==> src/rtl/exec_phase_ir_alu_pkg.sv <==
// Shared constants for the execution front end:
// opcodes, instruction classes, phase encodings and flag indices.
package exec_phase_ir_alu_pkg;

  localparam int WIDTH = 16;

  localparam logic [1:0] CLS_LD   = 2'b00;
  localparam logic [1:0] CLS_ST   = 2'b01;
  localparam logic [1:0] CLS_BR   = 2'b10;
  localparam logic [1:0] CLS_CALC = 2'b11;

  localparam logic [3:0] IADD  = 4'b0000;
  localparam logic [3:0] ISUB  = 4'b0001;
  localparam logic [3:0] IAND  = 4'b0010;
  localparam logic [3:0] IOR   = 4'b0011;
  localparam logic [3:0] IXOR  = 4'b0100;
  localparam logic [3:0] ICMP  = 4'b0101;
  localparam logic [3:0] IMOV  = 4'b0110;
  localparam logic [3:0] ISLL  = 4'b1000;
  localparam logic [3:0] ISLR  = 4'b1001;
  localparam logic [3:0] ISRL  = 4'b1010;
  localparam logic [3:0] ISRA  = 4'b1011;
  localparam logic [3:0] IIDT  = 4'b1100;
  localparam logic [3:0] IOUT  = 4'b1101;
  localparam logic [3:0] IHALT = 4'b1111;

  localparam logic [4:0] P1 = 5'b00001;
  localparam logic [4:0] P2 = 5'b00010;
  localparam logic [4:0] P3 = 5'b00100;
  localparam logic [4:0] P4 = 5'b01000;
  localparam logic [4:0] P5 = 5'b10000;

  localparam int FLAG_S = 0;
  localparam int FLAG_Z = 1;
  localparam int FLAG_C = 2;
  localparam int FLAG_V = 3;

endpackage

==> src/rtl/exec_phase_ir_alu_alu.sv <==
// Combinational ALU: result, next flags and
// whether this instruction is allowed to write the flags.
module exec_alu_core
  import exec_phase_ir_alu_pkg::*;
(
  input  logic [15:0] ir_i,
  input  logic [15:0] ar_i,
  input  logic [15:0] br_i,
  output logic [15:0] res_o,
  output logic [3:0]  flags_o,
  output logic        flag_we_o
);

  logic [1:0]  cls;
  logic [3:0]  op;
  logic [3:0]  sh;
  logic        nz;
  logic [16:0] sum;
  logic [16:0] dif;
  logic [16:0] sll;
  logic [16:0] srl;
  logic [16:0] sra;
  logic [31:0] rol;
  logic        c;
  logic        v;

  assign cls = ir_i[15:14];
  assign op  = ir_i[7:4];
  assign sh  = br_i[3:0];
  assign nz  = (sh != 4'd0);
  assign sum = {1'b0, ar_i} + {1'b0, br_i};
  assign dif = {1'b0, ar_i} - {1'b0, br_i};
  // Extra bit on the shifted-out side catches the carry
  assign sll = {1'b0, ar_i} << sh;
  assign srl = {ar_i, 1'b0} >> sh;
  assign sra = $signed({ar_i, 1'b0}) >>> sh;
  assign rol = {ar_i, ar_i} << sh;

  always_comb begin
    res_o     = '0;
    c         = 1'b0;
    v         = 1'b0;
    flag_we_o = 1'b0;
    case (cls)
      CLS_CALC: begin
        case (op)
          IADD: begin
            res_o     = sum[15:0];
            c         = sum[16];
            v         = (ar_i[15] == br_i[15]) &&
                        (sum[15] != ar_i[15]);
            flag_we_o = 1'b1;
          end
          ISUB, ICMP: begin
            res_o     = dif[15:0];
            c         = dif[16];
            v         = (ar_i[15] != br_i[15]) &&
                        (dif[15] != ar_i[15]);
            flag_we_o = 1'b1;
          end
          IAND: begin
            res_o     = ar_i & br_i;
            flag_we_o = 1'b1;
          end
          IOR: begin
            res_o     = ar_i | br_i;
            flag_we_o = 1'b1;
          end
          IXOR: begin
            res_o     = ar_i ^ br_i;
            flag_we_o = 1'b1;
          end
          IMOV: begin
            res_o     = br_i;
            flag_we_o = 1'b1;
          end
          ISLL: begin
            res_o     = sll[15:0];
            c         = nz & sll[16];
            flag_we_o = 1'b1;
          end
          ISLR: begin
            res_o     = rol[31:16];
            c         = nz & rol[16];
            flag_we_o = 1'b1;
          end
          ISRL: begin
            res_o     = srl[16:1];
            c         = nz & srl[0];
            flag_we_o = 1'b1;
          end
          ISRA: begin
            res_o     = sra[16:1];
            c         = nz & sra[0];
            flag_we_o = 1'b1;
          end
          IIDT, IOUT: res_o = br_i;
          default:    res_o = '0;
        endcase
      end
      CLS_BR:  res_o = br_i;
      default: res_o = sum[15:0];
    endcase
  end

  always_comb begin
    flags_o         = '0;
    flags_o[FLAG_S] = res_o[15];
    flags_o[FLAG_Z] = (res_o == 16'd0);
    flags_o[FLAG_C] = c;
    flags_o[FLAG_V] = v;
  end

endmodule

==> src/rtl/exec_phase_ir_alu.sv <==
// Execution front end: five-phase sequencer, instruction
// register loaded in P1, and flag register written in P3.
module exec_phase_ir_alu
  import exec_phase_ir_alu_pkg::*;
#(
  parameter int WIDTH = 16
) (
  input  logic             clock,
  input  logic             reset,
  input  logic [WIDTH-1:0] mem_data,
  input  logic [WIDTH-1:0] ar,
  input  logic [WIDTH-1:0] br,
  output logic [4:0]       phase,
  output logic [WIDTH-1:0] ir,
  output logic [WIDTH-1:0] alu_out,
  output logic [3:0]       flags
);

  logic [4:0]  phase_q, phase_d;
  logic [15:0] ir_q;
  logic [3:0]  flags_q;
  logic [3:0]  flags_nx;
  logic        flag_we;

  exec_alu_core u_alu (
    .ir_i      (ir_q),
    .ar_i      (ar),
    .br_i      (br),
    .res_o     (alu_out),
    .flags_o   (flags_nx),
    .flag_we_o (flag_we)
  );

  // Any non-one-hot value recovers to P1
  always_comb begin
    case (phase_q)
      P1:      phase_d = P2;
      P2:      phase_d = P3;
      P3:      phase_d = P4;
      P4:      phase_d = P5;
      default: phase_d = P1;
    endcase
  end

  always_ff @(posedge clock) begin
    if (reset) begin
      phase_q <= P1;
      ir_q    <= '0;
      flags_q <= '0;
    end else begin
      phase_q <= phase_d;
      if (phase_q == P1)
        ir_q <= mem_data;
      if (phase_q == P3 && flag_we)
        flags_q <= flags_nx;
    end
  end

  assign phase = phase_q;
  assign ir    = ir_q;
  assign flags = flags_q;

endmodule

==> config.mk <==
export PLATFORM = sky130hd
export DESIGN_NAME = exec_phase_ir_alu
export DESIGN_NICKNAME = d
export VERILOG_FILES = /design/src/rtl/exec_phase_ir_alu_pkg.sv /design/src/rtl/exec_phase_ir_alu_alu.sv /design/src/rtl/exec_phase_ir_alu.sv
export SDC_FILE = /design/constraint.sdc
export NUM_CORES = 1
export LEC_CHECK = 0
export CAP_MARGIN = 15
export CORE_MARGIN = 1
export CORE_UTILIZATION = 52
export CTS_CLUSTER_DIAMETER = 40
export DETAILED_ROUTE_END_ITERATION = 10
export GPL_TIMING_DRIVEN = 0
export HOLD_SLACK_MARGIN = 0.05
export PLACE_DENSITY = 0.8
export SETUP_SLACK_MARGIN = 0.3
export SLEW_MARGIN = 10
export SYNTH_ARGS = -nofsm -noshare
export SYNTH_HDL_FRONTEND = slang
export SYNTH_SLANG_ARGS = --single-unit
==> constraint.sdc <==
create_clock -name clock -period 6.79 [get_ports clock]
set_input_delay 1.6975 -clock clock [delete_from_list [all_inputs] [get_ports clock]]
set_output_delay 1.6975 -clock clock [all_outputs]
set_load 0.01 [all_outputs]
After elaboration in Yosys (flattened, before gate mapping)
Index checks and enable logic that the tools add are counted.

Logic and storage cells: 56. Register bits: 25. Output and inout port bits: 41.

Multiplexer cells: 9. Equality and inequality tests: 22. Add/subtract/negate cells: 2. Bitwise gates (word level): 7. Shift operators: 4. Reductions and logical operators: 9.

Operators by type and width (number): one-hot mux 16 bit (10 select lines) (1); one-hot mux 16 bit (2 select lines) (1); left shift 32 x 4 -> 32 bit (1); equality test 4 bit (second input constant) (6); one-hot mux 5 bit (4 select lines) (1); adder 16 x 16 -> 17 bit (1); left shift 16 x 4 -> 17 bit (1); >> shifter 17 x 4 -> 17 bit (1); >>> shifter 17 x 4 -> 17 bit (1); subtractor 16 x 16 -> 17 bit (1); AND 16 bit (1); logical NOT 16 bit (1); OR 16 bit (1); bitwise XOR 16 bit (1); equality test 4 x 3 -> 1 bit (second input constant) (3); OR reduction 11 bit (1); equality test 4 x 2 -> 1 bit (second input constant) (2); one-hot mux 1 bit (6 select lines) (1); equality test 5 x 1 -> 1 bit (second input constant) (1); equality test 5 x 2 -> 1 bit (second input constant) (1); equality test 5 x 3 -> 1 bit (second input constant) (1); equality test 5 x 4 -> 1 bit (second input constant) (1); AND 1 bit (4); equality test 2 bit (second input constant) (2); 10 further kinds (17).

Longest topological paths before layout
Depth in word-level cells: 5. Mapped depth: 16. Mapped depth without buffers: 14.

Modules after synthesis
From an unflattened synthesis, not the netlist that was laid out.

Cells, all modules: 858. Area total of the unflattened synthesis: 6532.5 um^2.

By module, submodules not included: exec_alu_core (area an instance 5432.7 um^2, cells an instance 750, instances 1, seq. area each 0.0 um^2); exec_phase_ir_alu (area an instance 1099.8 um^2, cells an instance 108, instances 1, seq. area each 500.5 um^2).

Least setup slack after synthesis
No wires, ideal clock.

Path type: input-to-output. Start point: input br[2]. End point: output alu_out[15]. Slack: 148 ps. Cell stages on the path: 14. Path buffers: 5. Arrival: 4944 ps. Cells stage by stage: buf_2 > inv_1 > buf_1 > clkbuf_1 > ha_1 > clkbuf_1 > nor2b_1 > a211oi_1 > nor3_1 > o311ai_0 > a311oi_1 > a21oi_1 > o22ai_1 > buf_4.

Word-level cells in the longest chain between the ends: 3. Elaborated cells on any way between the ends: 8. Classes of those cells: add/sub: 2; shift: 4; mux: 2.

Ends and longest elaborated chain: start: declaration (RTL line exec_phase_ir_alu.sv:12) `input logic [WIDTH-1:0] br,`; subtractor 16 x 16 -> 17 bit (tied with other cells) (RTL line exec_phase_ir_alu_alu.sv:32) `assign dif = {1'b0, ar_i} - {1'b0, br_i};`; one-hot mux 16 bit (10 select lines) (RTL line exec_phase_ir_alu_alu.sv:46) `case (op)`; one-hot mux 16 bit (2 select lines) * (RTL line exec_phase_ir_alu_alu.sv:44) `case (cls)`; end: declaration (RTL line exec_phase_ir_alu.sv:15) `output logic [WIDTH-1:0] alu_out,`.

Mark *: on every way between the ends. The rest lies on a longest branch, timed or not.

Final worst setup path
Start point: input br[7]. End point: output alu_out[14].

Word-level cells in the longest chain between the ends: 3. Elaborated cells on any way between the ends: 4. Classes of those cells: add/sub: 2; mux: 2.

Ends and longest elaborated chain (RTL line): subtractor 16 x 16 -> 17 bit or adder 16 x 16 -> 17 bit (tied branches) (exec_phase_ir_alu_alu.sv:32, exec_phase_ir_alu_alu.sv:31); one-hot mux 16 bit (10 select lines) (exec_phase_ir_alu_alu.sv:46); one-hot mux 16 bit (2 select lines) * (exec_phase_ir_alu_alu.sv:44).

Marks and branches as above.

==> flow_summary_export.csv <==
group,metric,value,unit
routing,drc,0,
floorplan,die_x,110,um
clocking,cts_root_buffer,"clkbuf_16",
setup_path,critPathLaunchType,"primary input",
clocking,cts_tree,"done",
clocking,cts_made_buffers,3,
pwr,power.share.clock,11.5,%
final_layout,final_area,7980,um^2
yosys,netlist_area,6120,um^2
yosys,ys_warn_count,0,
placed_design,dpl.hpwl,21400,um
placed_design,io_buffer_count,89,
yosys,seq_area_frac_synth,8.18,%
clocking,insertion_delay,0.26,ns
routing,drtPass1Iterations,10,
final_layout,nets,1074,
routing,vias,8188,
timing,worst_slew_pin_slew,1.18,ns
timing,drv_slew,0,
job,drv_cap,0,
setup_path,critPathKind,"primary input to output port",
timing,finalCritPeriodShare,95.7,%
global_routing,groute.usage.overall,46.7,%
pwr,total_power,0.00115,W
yosys,ys_types,89,
pwr,max-vdd-ir-drop,133,uV
placed_design,gp_congestion,1.11,
floorplan,start_util,53.6,%
routing,route.met2.wl,12000,um
yosys,synth_area_leaders,"ha_1, mux4_2, dfxtp_1",
global_routing,grt_max_degree,14,
routing,wl_met3,4510,um
yosys,synthArstFlopShare,0,%
setup_path,critPathMaxFanout,6,
timing,tns,0,ns
yosys,avgSynthCellArea,7.36,um^2
setup_path,crit_required,5.09,ns
yosys,synth_top_area_cell,"ha_1",
pwr,p_seq_share,15.2,%
floorplan,die_area,12200,um^2
routing,wl_per_cell,26.8,um
yosys,ys_ff_latch,25,
floorplan,die_y,110,um
outcome,outcome,"finished, final reports clean",
placed_design,dpl_cell_area,7210,um^2
clocking,clock-sinks,25,
timing,finalSetupViolCount,0,
global_routing,grt_first_pass_wirelength,44200,um
final_layout,syn2layout_area_growth,30.5,%
setup_path,end_kind,"output port",
timing,skew,0.00476,ns
timing,max-slew-margin-rel,20.3,%
setup_path,arrival,4.80,ns
pwr,power_density,145,nW/um^2
pwr,switching_share,49.2,%
min_path,hp-class,"flip-flop to flip-flop",
setup_path,slowest_stage,"clkdlybuf4s50_1",
setup_path,regToRegSetupSlack,1.04,ns
setup_path,crit_chain,"clkdlybuf4s50_1 > inv_1 > ha_1 > inv_1 > a21oi_1 > a211oi_4 > a221o_1 > buf_4 > a2111oi_2 > o21ai_1 > o211ai_1 > buf_2",
yosys,ys.flop_type,"dfxtp_1",
yosys,syn_inst,831,
routing,top_layer,"met4",
floorplan,rows,39,
global_routing,grt_pass1_vias,7418,
timing,hold_viol_final,0,
final_layout,drive_gt1_share,21.3,%
pwr,p_leak,3.17,nW
routing,first_iter_violations,1418,
routing,routed_wl,29900,um
clocking,clk_path_buf_depth,2,
routing,detail-route-antenna-nets,0,
pwr,p_int,0.000587,W
timing,min_period,6.50,ns
yosys,post-synth-top-area-fraction,10.0,%
final_layout,final_util,69.9,%
pwr,switching_power,0.000568,W
global_routing,antenna_found_initial,1,
clocking,path_clk_slew,0.06,ns
setup_path,critPathMaxStageDelay,0.58,ns
routing,m1WireLength,11200,um
timing,rsz0062_at_grt,"true",
final_layout,diodes,0,
routing,vias_per_cell,7.34,
setup_path,crit_top_cell,"inv_1",
clocking,h-tree-depth,1,
pwr,combPwrFrac,73.3,%
yosys,syn-num-nets,932,
floorplan,ios,91,
global_routing,overflow,0,
yosys,synth_edf_count,0,
timing,fmax,0.154,GHz
floorplan,core,11400,um^2
-- state kept, by name (all words and copies together), names as in the netlist --
| signal | flops |
|---|---|
| phase | 5 |
| flags | 4 |
| ir | 16 |
-- kinds of logic after synthesis --
| logic type | after synthesis | synth area share [%] |
|---|---|---|
| and+or+nand+nor | 304 | 24.8 |
| muxes | 56 | 15.9 |
| xor gates and xnor gates | 17 | 2.43 |
| AOI/OAI and AO/OA | 263 | 30.0 |
| adders and majority gates | 51 | 10.7 |
| DFF | 25 | 8.18 |
| buffers and inverters | 115 | 8.00 |
-- cells in the mapped netlist (all sizes together), types with 18 or more instances --
master  instances
o21ai          36
mux2i          21
ha             49
inv            47
dfxtp          25
a21oi          63
nand2         101
mux4           31
buf            29
nor2           71
nor3           18
clkbuf         38
-- metal layers --
metal,track usage (%),up-vias
met5,0,-
met4,22.7,0
met3,13.0,219
met2,67.8,783
met1,63.4,3758
li1,-,3428
-- power by group through the flow --
stage                     clock network (W)  logic [W]  registers, W
after global routing               0.000140   0.000876      0.000177
after floorplan                           0   0.000436      0.000182
final                              0.000133   0.000847      0.000175
after global placement                    0   0.000725      0.000177
after CTS                          0.000134   0.000771      0.000175
after detailed placement                  0   0.000726      0.000178
-- critical path, delay by kind of cell --
| family | cells | cell delay [ns] |
|---|---|---|
| adder cells (fa/ha/maj) | 1 | 0.40 |
| buffers and inverters | 5 | 1.19 |
| AO/OA/AOI/OAI | 6 | 1.50 |
-- final timing paths --
path	from	endpoint	cells after the start
setup / recovery	br[7]	alu_out[14]	12
hold / removal	ir[10]	ir[10]	2
setup reg to reg	ir[4]	flags[1]	30
hold reg to reg	ir[10]	ir[10]	2
-- metrics by stage --
stage	hold slack, ns	std cells	setup WS, ns
floorplan	0.481	831	0.407
global placement	0.443	1063	-1.84
detailed placement	0.448	1064	-1.80
CTS	0.456	1111	0.248
global route	0.489	1115	0.203
finish	0.454	1115	0.290
-- cells in the final DEF (no fill, tap or decap), types with 7 or more instances in the layout --
cell type / instances
mux2i_1: 18
a21oi_1: 61
nand2b_1: 11
o22ai_1: 12
buf_2: 13
ha_1: 43
and3_1: 9
or2_2: 10
a31oi_1: 13
nand3_1: 14
dfxtp_1: 25
clkdlybuf4s50_1: 62
nor2b_1: 7
clkbuf_2: 13
o21ai_0: 31
nor4_1: 10
a211oi_1: 12
nor2_1: 71
dlygate4sd2_1: 13
nand2_1: 101
o211ai_1: 10
clkbuf_1: 27
a22oi_1: 7
mux4_2: 28
xnor2_1: 15
inv_1: 42
buf_4: 57
o31ai_1: 7
nor3_1: 16
-- final cells by class --
type                            instances  area [um^2]
Timing Repair Buffer                  137         1200
Buffer                                 67          399
Tap cell                              143          179
Inverter                               48          193
Clock buffer                            4         78.8
Multi-Input combinational cell        691         5430
Sequential cell                        25          500
Fill cell                             945         3440
-- timing repair --
item,4_1_cts,5_1_grt
hold buffers,0,0
endpoints found under the setup margin,16,14
resized for setup,109,55
buffers inserted,43,4
pin swaps,17,11
No activity file was read; power rests on OpenSTA's default activity.
